### config.mk
export PLATFORM = sky130hd
export DESIGN_NAME = key_event_decoder
export DESIGN_NICKNAME = d
export VERILOG_FILES = /design/src/rtl/key_event_decoder.sv
export SDC_FILE = /design/constraint.sdc
export NUM_CORES = 1
export LEC_CHECK = 0
export BUFFER_PORTS_ARGS = -buffer_cell sky130_fd_sc_hd__buf_2
export CELL_PAD_IN_SITES_DETAIL_PLACEMENT = 1
export CELL_PAD_IN_SITES_GLOBAL_PLACEMENT = 1
export CORE_MARGIN = 3
export CORE_UTILIZATION = 52
export CTS_CLUSTER_DIAMETER = 50
export CTS_CLUSTER_SIZE = 20
export DETAILED_ROUTE_END_ITERATION = 8
export PLACE_DENSITY_LB_ADDON = 0.1
export SYNTH_ARGS = -nofsm -noshare
export SYNTH_HDL_FRONTEND = slang
export SYNTH_SLANG_ARGS = --single-unit
### constraint.sdc
create_clock -name sys_clk -period 5.75 [get_ports sys_clk]
set_input_delay 0.575 -clock sys_clk [delete_from_list [all_inputs] [get_ports sys_clk]]
set_output_delay 0.575 -clock sys_clk [all_outputs]
set_load 0.005 [all_outputs]
### src/rtl/key_event_decoder.sv
// Turns the debounced key_flag/key_value stream into one registered pulse per user gesture:
// press, release, single/double click, long press and auto-repeat.
module key_event_decoder #(
    parameter int unsigned LONG_CNT   = 50_000_000,
    parameter int unsigned REPEAT_CNT = 10_000_000,
    parameter int unsigned DBL_CNT    = 15_000_000
) (
    input  logic sys_clk,
    input  logic sys_rst_n,
    input  logic key_flag,
    input  logic key_value,
    output logic key_state,
    output logic press_pulse,
    output logic release_pulse,
    output logic single_click,
    output logic double_click,
    output logic long_press,
    output logic repeat_pulse
);

    typedef enum logic [2:0] {
        IDLE     = 3'd0,
        PRESSED  = 3'd1,
        LONG     = 3'd2,
        WAIT_DBL = 3'd3,
        PRESSED2 = 3'd4
    } state_t;

    localparam logic [31:0] LONG_LAST   = 32'(LONG_CNT - 1);
    localparam logic [31:0] REPEAT_LAST = 32'(REPEAT_CNT - 1);
    localparam logic [31:0] DBL_LAST    = 32'(DBL_CNT - 1);

    state_t      state_reg;
    logic [31:0] cnt_reg;
    logic        press_acc;
    logic        release_acc;

    // Flags that merely re-confirm the current level are dropped here.
    assign press_acc   = key_flag & ~key_value & ~key_state;
    assign release_acc = key_flag &  key_value &  key_state;

    always_ff @(posedge sys_clk or negedge sys_rst_n) begin
        if (!sys_rst_n) begin
            state_reg     <= IDLE;
            cnt_reg       <= 32'd0;
            key_state     <= 1'b0;
            press_pulse   <= 1'b0;
            release_pulse <= 1'b0;
            single_click  <= 1'b0;
            double_click  <= 1'b0;
            long_press    <= 1'b0;
            repeat_pulse  <= 1'b0;
        end else begin
            press_pulse   <= 1'b0;
            release_pulse <= 1'b0;
            single_click  <= 1'b0;
            double_click  <= 1'b0;
            long_press    <= 1'b0;
            repeat_pulse  <= 1'b0;

            if (press_acc) begin
                key_state <= 1'b1;
            end else if (release_acc) begin
                key_state <= 1'b0;
            end

            // Accepted flags are tested before counter terminals so the flag wins a tie.
            case (state_reg)
                IDLE: begin
                    cnt_reg <= 32'd0;
                    if (press_acc) begin
                        state_reg   <= PRESSED;
                        press_pulse <= 1'b1;
                    end
                end
                PRESSED: begin
                    if (release_acc) begin
                        state_reg     <= WAIT_DBL;
                        release_pulse <= 1'b1;
                        cnt_reg       <= 32'd0;
                    end else if (cnt_reg == LONG_LAST) begin
                        state_reg  <= LONG;
                        long_press <= 1'b1;
                        cnt_reg    <= 32'd0;
                    end else begin
                        cnt_reg <= cnt_reg + 32'd1;
                    end
                end
                LONG: begin
                    if (release_acc) begin
                        state_reg     <= IDLE;
                        release_pulse <= 1'b1;
                        cnt_reg       <= 32'd0;
                    end else if (cnt_reg == REPEAT_LAST) begin
                        repeat_pulse <= 1'b1;
                        cnt_reg      <= 32'd0;
                    end else begin
                        cnt_reg <= cnt_reg + 32'd1;
                    end
                end
                WAIT_DBL: begin
                    if (press_acc) begin
                        state_reg   <= PRESSED2;
                        press_pulse <= 1'b1;
                        cnt_reg     <= 32'd0;
                    end else if (cnt_reg == DBL_LAST) begin
                        state_reg    <= IDLE;
                        single_click <= 1'b1;
                        cnt_reg      <= 32'd0;
                    end else begin
                        cnt_reg <= cnt_reg + 32'd1;
                    end
                end
                PRESSED2: begin
                    if (release_acc) begin
                        state_reg     <= IDLE;
                        release_pulse <= 1'b1;
                        double_click  <= 1'b1;
                        cnt_reg       <= 32'd0;
                    end else if (cnt_reg == LONG_LAST) begin
                        state_reg  <= LONG;
                        long_press <= 1'b1;
                        cnt_reg    <= 32'd0;
                    end else begin
                        cnt_reg <= cnt_reg + 32'd1;
                    end
                end
                default: begin
                    state_reg <= IDLE;
                    cnt_reg   <= 32'd0;
                end
            endcase
        end
    end

endmodule

==> impl_metrics.env, run 1 <==
export IMPL_yosys_mux_area_fraction_pct=0.433
export IMPL_dieHeight_um=72.7
export IMPL_final_hold_viol_count=0
export IMPL_htreeDepth=2
export IMPL_cts_setup_buffers=0
export IMPL_tightest_slew_ps=1030
export IMPL_grt_pass1_vias=1928
export IMPL_path_max_fanout=33
export IMPL_drc=0
export IMPL_synth_top_cell_area_share_pct=45.4
export IMPL_min_period_over_period_pct=48.0
export IMPL_clk_pin_slew_ps=80
export IMPL_yosysMostFrequentCell="dfrtp_1"
export IMPL_numPortBuffers=10
export IMPL_largest_reg_flops=32
export IMPL_rsz0062_at_grt="false"
export IMPL_synth_edf_count=0
export IMPL_clock_root_buffer="clkbuf_8"
export IMPL_vias=1820
export IMPL_synthFlopType="dfrtp_1"
export IMPL_wl_met3_um=204
export IMPL_drt_iter0_drc=109
export IMPL_slowest_stage="a2bb2oi_4"
export IMPL_area_delta_synth_final_pct=6.44
export IMPL_wl_met2_um=2600
export IMPL_p_leak_nw=0.953
export IMPL_fin_util_pct=59.4
export IMPL_critical_path_class="flop to flop"
export IMPL_rows=23
export IMPL_setup_tns_final_ps=0
export IMPL_firstDrtPassIters=4
export IMPL_synth_common_cells="dfrtp_1 (42), a21oi_1 (23), xnor2_1 (23)"
export IMPL_drive_gt1_share_pct=15.9
export IMPL_cpPeakStageDelay_ps=780
export IMPL_wl_per_cell_um=18.6
export IMPL_worstPathRequired_ps=5880
export IMPL_dieWidth_um=72.7
export IMPL_yosys_register_bits=42
export IMPL_synthTopCellsByArea="dfrtp_1 (45%), xnor2_1 (8.7%), a21oi_1 (5.0%), a21oi_2 (3.8%), nor4_1 (3.8%)"
export IMPL_synth_area_um2=2310
export IMPL_place_gp_congestion=0.854
export IMPL_period_needed_ps=2760
export IMPL_clkLatencyLatePin_ps=310
export IMPL_grt_start_max_net_pins=43
export IMPL_dp_hpwl_um=3700
export IMPL_end_kind="flop"
export IMPL_ant_nets=0
export IMPL_grt_overflow=0
export IMPL_setup_violations=0
export IMPL_drv_slew=0
export IMPL_synth_compound_area_share_pct=12.3
export IMPL_synth_xor_area_share_pct=11.4
export IMPL_grt_pass1_wl_um=9470
export IMPL_drt_met1_wl_um=2470
export IMPL_gr_usage_all_layers_pct=23.1
export IMPL_cts_tree="done"
export IMPL_synthSimpleGateAreaFrac_pct=25.3
export IMPL_start_util_pct=55.8
export IMPL_start_kind="flop"
export IMPL_clock_skew_ps=8.73
export IMPL_antenna_cells=0
export IMPL_dieArea_um2=5290
export IMPL_cts_path_max_buffers=2
export IMPL_startpoint="cnt_reg[7]$_DFF_PN0_"
export IMPL_vdd_ir_drop_max_mv=0.204
export IMPL_ctsHoldBuffers=0
export IMPL_p_per_area_nw_per_um2=305
export IMPL_top_layer="met4"
export IMPL_ys_seq_area_share_pct=45.4
export IMPL_crit_path_cell_trace="or4b_4 -> nor4_4 -> and4b_4 -> a2bb2oi_4 -> a21boi_0"
export IMPL_antenna_found_initial=0
export IMPL_fill_cells=483
export IMPL_timing_rr_start="cnt_reg[7]$_DFF_PN0_"
export IMPL_synthArstFlopShare_pct=100
export IMPL_syn_inst=232
export IMPL_synth_top_area_cell="dfrtp_1"
export IMPL_ys_warnings_count=0
export IMPL_synthDistinctLibCells=40
export IMPL_totalWireLength_um=5370
export IMPL_syn_num_nets=237
export IMPL_avgSynthCellArea_um2=9.97
export IMPL_status="completed"
export IMPL_ctsResizeCount=0
export IMPL_cap_violations=0
export IMPL_synth_fa_ha_area_share_pct=0.541
export IMPL_synth_top_family_by_area="simple AND/OR/NAND/NOR gates"
export IMPL_routed_via_density=6.30
export IMPL_slew_headroom_pct=30.8
export IMPL_design_core_area_um2=4140
export IMPL_cts_made_buffers=5
export IMPL_clock_sinks=42
export IMPL_max_freq_ghz=0.362
export IMPL_ios=11
export IMPL_arrival_ps=2880
export IMPL_nets=243
export IMPL_hold_path_class="input port to async pin"
-- layer usage --
metal	vias to the layer above	global-route usage (%)
li1	850	-
met1	912	29.2
met2	46	38.2
met3	12	5.65
met4	0	8.81
met5	-	0
-- final timing paths --
| path | to | slack, ps | depth (start not counted) |
|---|---|---|---|
| setup / recovery | cnt_reg[1]$_DFF_PN0_ | 2990 | 5 |
| hold / removal | state_reg[1]$_DFFE_PN0P_ | 400 | 1 |
| max in group asynchronous | cnt_reg[12]$_DFF_PN0_ | 4760 | 1 |
| min in group sys_clk | cnt_reg[0]$_DFF_PN0_ | 480 | 1 |
| setup reg to reg | cnt_reg[1]$_DFF_PN0_ | 2990 | 5 |
| hold reg to reg | cnt_reg[0]$_DFF_PN0_ | 480 | 1 |
-- placed cells by master, fill, tap and decap left out, types with 2 or more instances in the layout --
master,count
inv_1,7
nand4_1,8
nor3b_1,2
nand2b_1,5
nor4b_1,2
a21oi_2,10
nand3_1,11
xnor2_1,23
nor2_1,11
clkbuf_8,5
nor3_1,10
and3_1,5
and4_1,5
dfrtp_1,42
buf_2,10
xor2_1,7
nand2_1,14
o21ai_0,3
clkinv_2,2
nor4_1,14
a21oi_1,23
-- cell type report --
type                       instances  area (µm²)  area share (%)
multi-input combinational        171        1160            47.0
sequential                        42        1050            42.7
clock buffer                       5        68.8            2.79
tap                               50        62.6            2.54
timing repair buffer              11        57.6            2.34
clock inverter                     3        40.0            1.63
inverter                           7        26.3            1.07
-- critical path: cells and delay by family, from the launching register on --
family | cells | cell delay, ps
AO/OA/AOI/OAI | 2 | 1010
AND/OR/NAND/NOR | 3 | 1080
flip-flops | 1 | 480
-- power breakdown --
part	switching [mW]	internal, mW	total [mW]
combinational	0.133	0.0502	0.183
sequential	0.0242	0.313	0.337
clock	0.104	0.128	0.232
total	0.261	0.491	0.752
-- stage by stage --
| stage | area (µm²) | cells | total power, mW | setup slack, ps | hold WS, ps |
|---|---|---|---|---|---|
| floorplan | 2310 | 232 | 0.504 | 3720 | 279 |
| global placement | 2350 | 281 | 0.512 | 3170 | 456 |
| detailed placement | 2350 | 281 | 0.524 | 2990 | 476 |
| CTS | 2460 | 289 | 0.757 | 2980 | 444 |
| global route | 2460 | 289 | 0.793 | 2830 | 471 |
| finish | 2460 | 289 | 0.752 | 2990 | 398 |
-- cells by family (layout without fill, tap and decap cells) --
| family | count (synthesis) | in the layout |
|---|---|---|
| buf+inv | 19 | 26 |
| compound gates | 42 | 42 |
| fa+ha+maj | 1 | 1 |
| mux | 1 | 1 |
| simple gates | 97 | 97 |
| flops | 42 | 42 |
| xor+xnor | 30 | 30 |
(Power assumes the default switching activity.)
==> run 2: changes to the inputs <==
Settings changed: CORE_UTILIZATION 52 to 48.
Clock period 5.75 ns to 2.82 ns, I/O delays scaled along.
==> run 2 against run 1 <==
  * Clock-buffer cell count is 2 higher
  * Combinational power grew 130%
  * Worst setup slack got worse by 2400 ps
  * Sequential power is 100% higher
  * Global-route usage is 2.1 points lower
  * Sequential share of layout area fell by 0.13 points
  * Critical path type unchanged
  * Non-clock buffer count increased by 3
==> impl_metrics.env, run 2 (same netlist as run 1, synthesis figures left out) <==
export IMPL_design_core_area_um2=4500
export IMPL_place_gp_congestion=0.871
export IMPL_hold_path_class="input port to async pin"
export IMPL_comb_power_share_pct=27.5
export IMPL_vdd_ir_drop_max_mv=0.330
export IMPL_clk_pin_slew_ps=80
export IMPL_cts_setup_buffers=0
export IMPL_area_delta_synth_final_pct=6.76
export IMPL_mostFrequentLayoutCells="dfrtp_1 (42), xnor2_1 (23), a21oi_1 (23), nor4_1 (14), nand2_1 (14)"
export IMPL_grt_start_max_net_pins=43
export IMPL_largest_reg_flops=32
export IMPL_p_per_area_nw_per_um2=607
export IMPL_drive_gt1_share_pct=16.5
export IMPL_clock_root_buffer="clkbuf_8"
export IMPL_routed_via_density=6.13
export IMPL_p_switching_uw=531
export IMPL_nets=246
export IMPL_numPortBuffers=10
export IMPL_max_freq_ghz=0.453
export IMPL_cts_tree="done"
export IMPL_slew_headroom_pct=37.2
export IMPL_start_util_pct=51.4
export IMPL_arrival_ps=2430
export IMPL_vias=1802
export IMPL_cap_violations=0
export IMPL_dieWidth_um=75.4
export IMPL_drt_iter0_drc=98
export IMPL_drv_slew=0
export IMPL_firstDrtPassIters=4
export IMPL_ctsHoldBuffers=0
export IMPL_end_kind="flop"
export IMPL_worstPathRequired_ps=3050
export IMPL_grt_pass1_vias=1816
export IMPL_rsz0062_at_grt="false"
export IMPL_ios=11
export IMPL_wl_per_cell_um=18.4
export IMPL_grt_pass1_wl_um=9050
export IMPL_layout_setup_ws_ps=612
export IMPL_tightest_slew_ps=941
export IMPL_switching_share_pct=35.5
export IMPL_pwr_share_clk_pct=26.7
export IMPL_clock_sinks=42
export IMPL_setup_violations=0
export IMPL_ant_nets=0
export IMPL_min_period_over_period_pct=78.3
export IMPL_layout_commonest_cell="dfrtp_1"
export IMPL_status="completed"
export IMPL_seq_power_share_pct=45.8
export IMPL_clock_skew_ps=10.9
export IMPL_setup_tns_final_ps=0
export IMPL_dieHeight_um=75.4
export IMPL_grt_overflow=0
export IMPL_path_max_fanout=9
export IMPL_fin_area_um2=2470
export IMPL_post_place_ws_ps=575
export IMPL_totalWireLength_um=5400
export IMPL_ctsResizeCount=0
export IMPL_dp_hpwl_um=3780
export IMPL_final_hold_viol_count=0
export IMPL_p_leak_nw=0.957
export IMPL_p_int_uw=967
export IMPL_dieArea_um2=5690
export IMPL_cts_path_max_buffers=2
export IMPL_clkLatencyLatePin_ps=300
export IMPL_start_kind="flop"
export IMPL_rows=24
export IMPL_period_needed_ps=2210
export IMPL_antenna_cells=0
export IMPL_drc=0
export IMPL_whs_ps=120
export IMPL_cts_made_buffers=5
export IMPL_antenna_found_initial=0
export IMPL_gr_usage_all_layers_pct=21.0
export IMPL_htreeDepth=2
export IMPL_postPlaceCellArea_um2=2380
export IMPL_critical_path_class="flop to flop"
==> run 2: changes by cell type in the layout (fill, tap and decap cells not counted) <==
cell       delta
buf_4         +3
bufinv_16     -1
clkbuf_1      +1
clkbuf_8      +1
clkinv_2      -1
==> run 2: layout make-up <==
type                            instances  area (µm²)
Clock inverter                          1        5.00
Fill cell                             514        2030
Inverter                                7        26.3
Clock buffer                            7        86.3
Timing Repair Buffer                   14        80.1
Multi-Input combinational cell        171        1160
Tap cell                               52        65.1
Sequential cell                        42        1050
==> run 2: metrics by stage <==
| step | instances | power [mW] | utilization, % |
|---|---|---|---|
| after detailed placement | 286 | 1.11 | 52.8 |
| after floorplan | 232 | 1.03 | - |
| final | 294 | 1.50 | 54.8 |
| after CTS | 294 | 1.51 | 54.8 |
| after global placement | 286 | 1.08 | 52.8 |
| after global routing | 294 | 1.59 | 54.8 |
==> run 2: metal layers <==
metal  vias up  routed length, µm  global-route usage (%)
met3         5                185                    4.35
met4         0                 48                    4.66
met2        33               2630                    33.9
li1        854                  -                       -
met5         -                  0                       0
met1       910               2540                    29.0
==> run 2: worst paths after layout <==
check                      slack (ps)                  from                    end  cells after the start
setup / recovery                  610  cnt_reg[0]$_DFF_PN0_  cnt_reg[28]$_DFF_PN0_                      6
min in group sys_clk              220              key_flag  key_state$_DFFE_PN0P_                      2
max in group asynchronous        2100             sys_rst_n  cnt_reg[19]$_DFF_PN0_                      1
setup reg to reg                  610  cnt_reg[0]$_DFF_PN0_  cnt_reg[28]$_DFF_PN0_                      6
hold / removal                    120             sys_rst_n  cnt_reg[26]$_DFF_PN0_                      1
hold reg to reg                   480  cnt_reg[0]$_DFF_PN0_   cnt_reg[0]$_DFF_PN0_                      1
==> run 2: worst max-delay path, stage by stage, from the launching register on <==
cell and delay (ps):
dfrtp_1 400, ha_1 230, nand3_2 180, or2_2 450
nor4_2 480, and3_1 240, a2bb2oi_1 150
==> run 2: power by group through the flow <==
stage	Clock (mW)	Sequential (mW)	Combinational, mW
6_report	0.400	0.687	0.412
3_5_place_dp	0	0.698	0.410
3_3_place_gp	0	0.694	0.389
2_1_floorplan	0	0.678	0.349
5_1_grt	0.443	0.695	0.453
4_1_cts	0.413	0.686	0.413
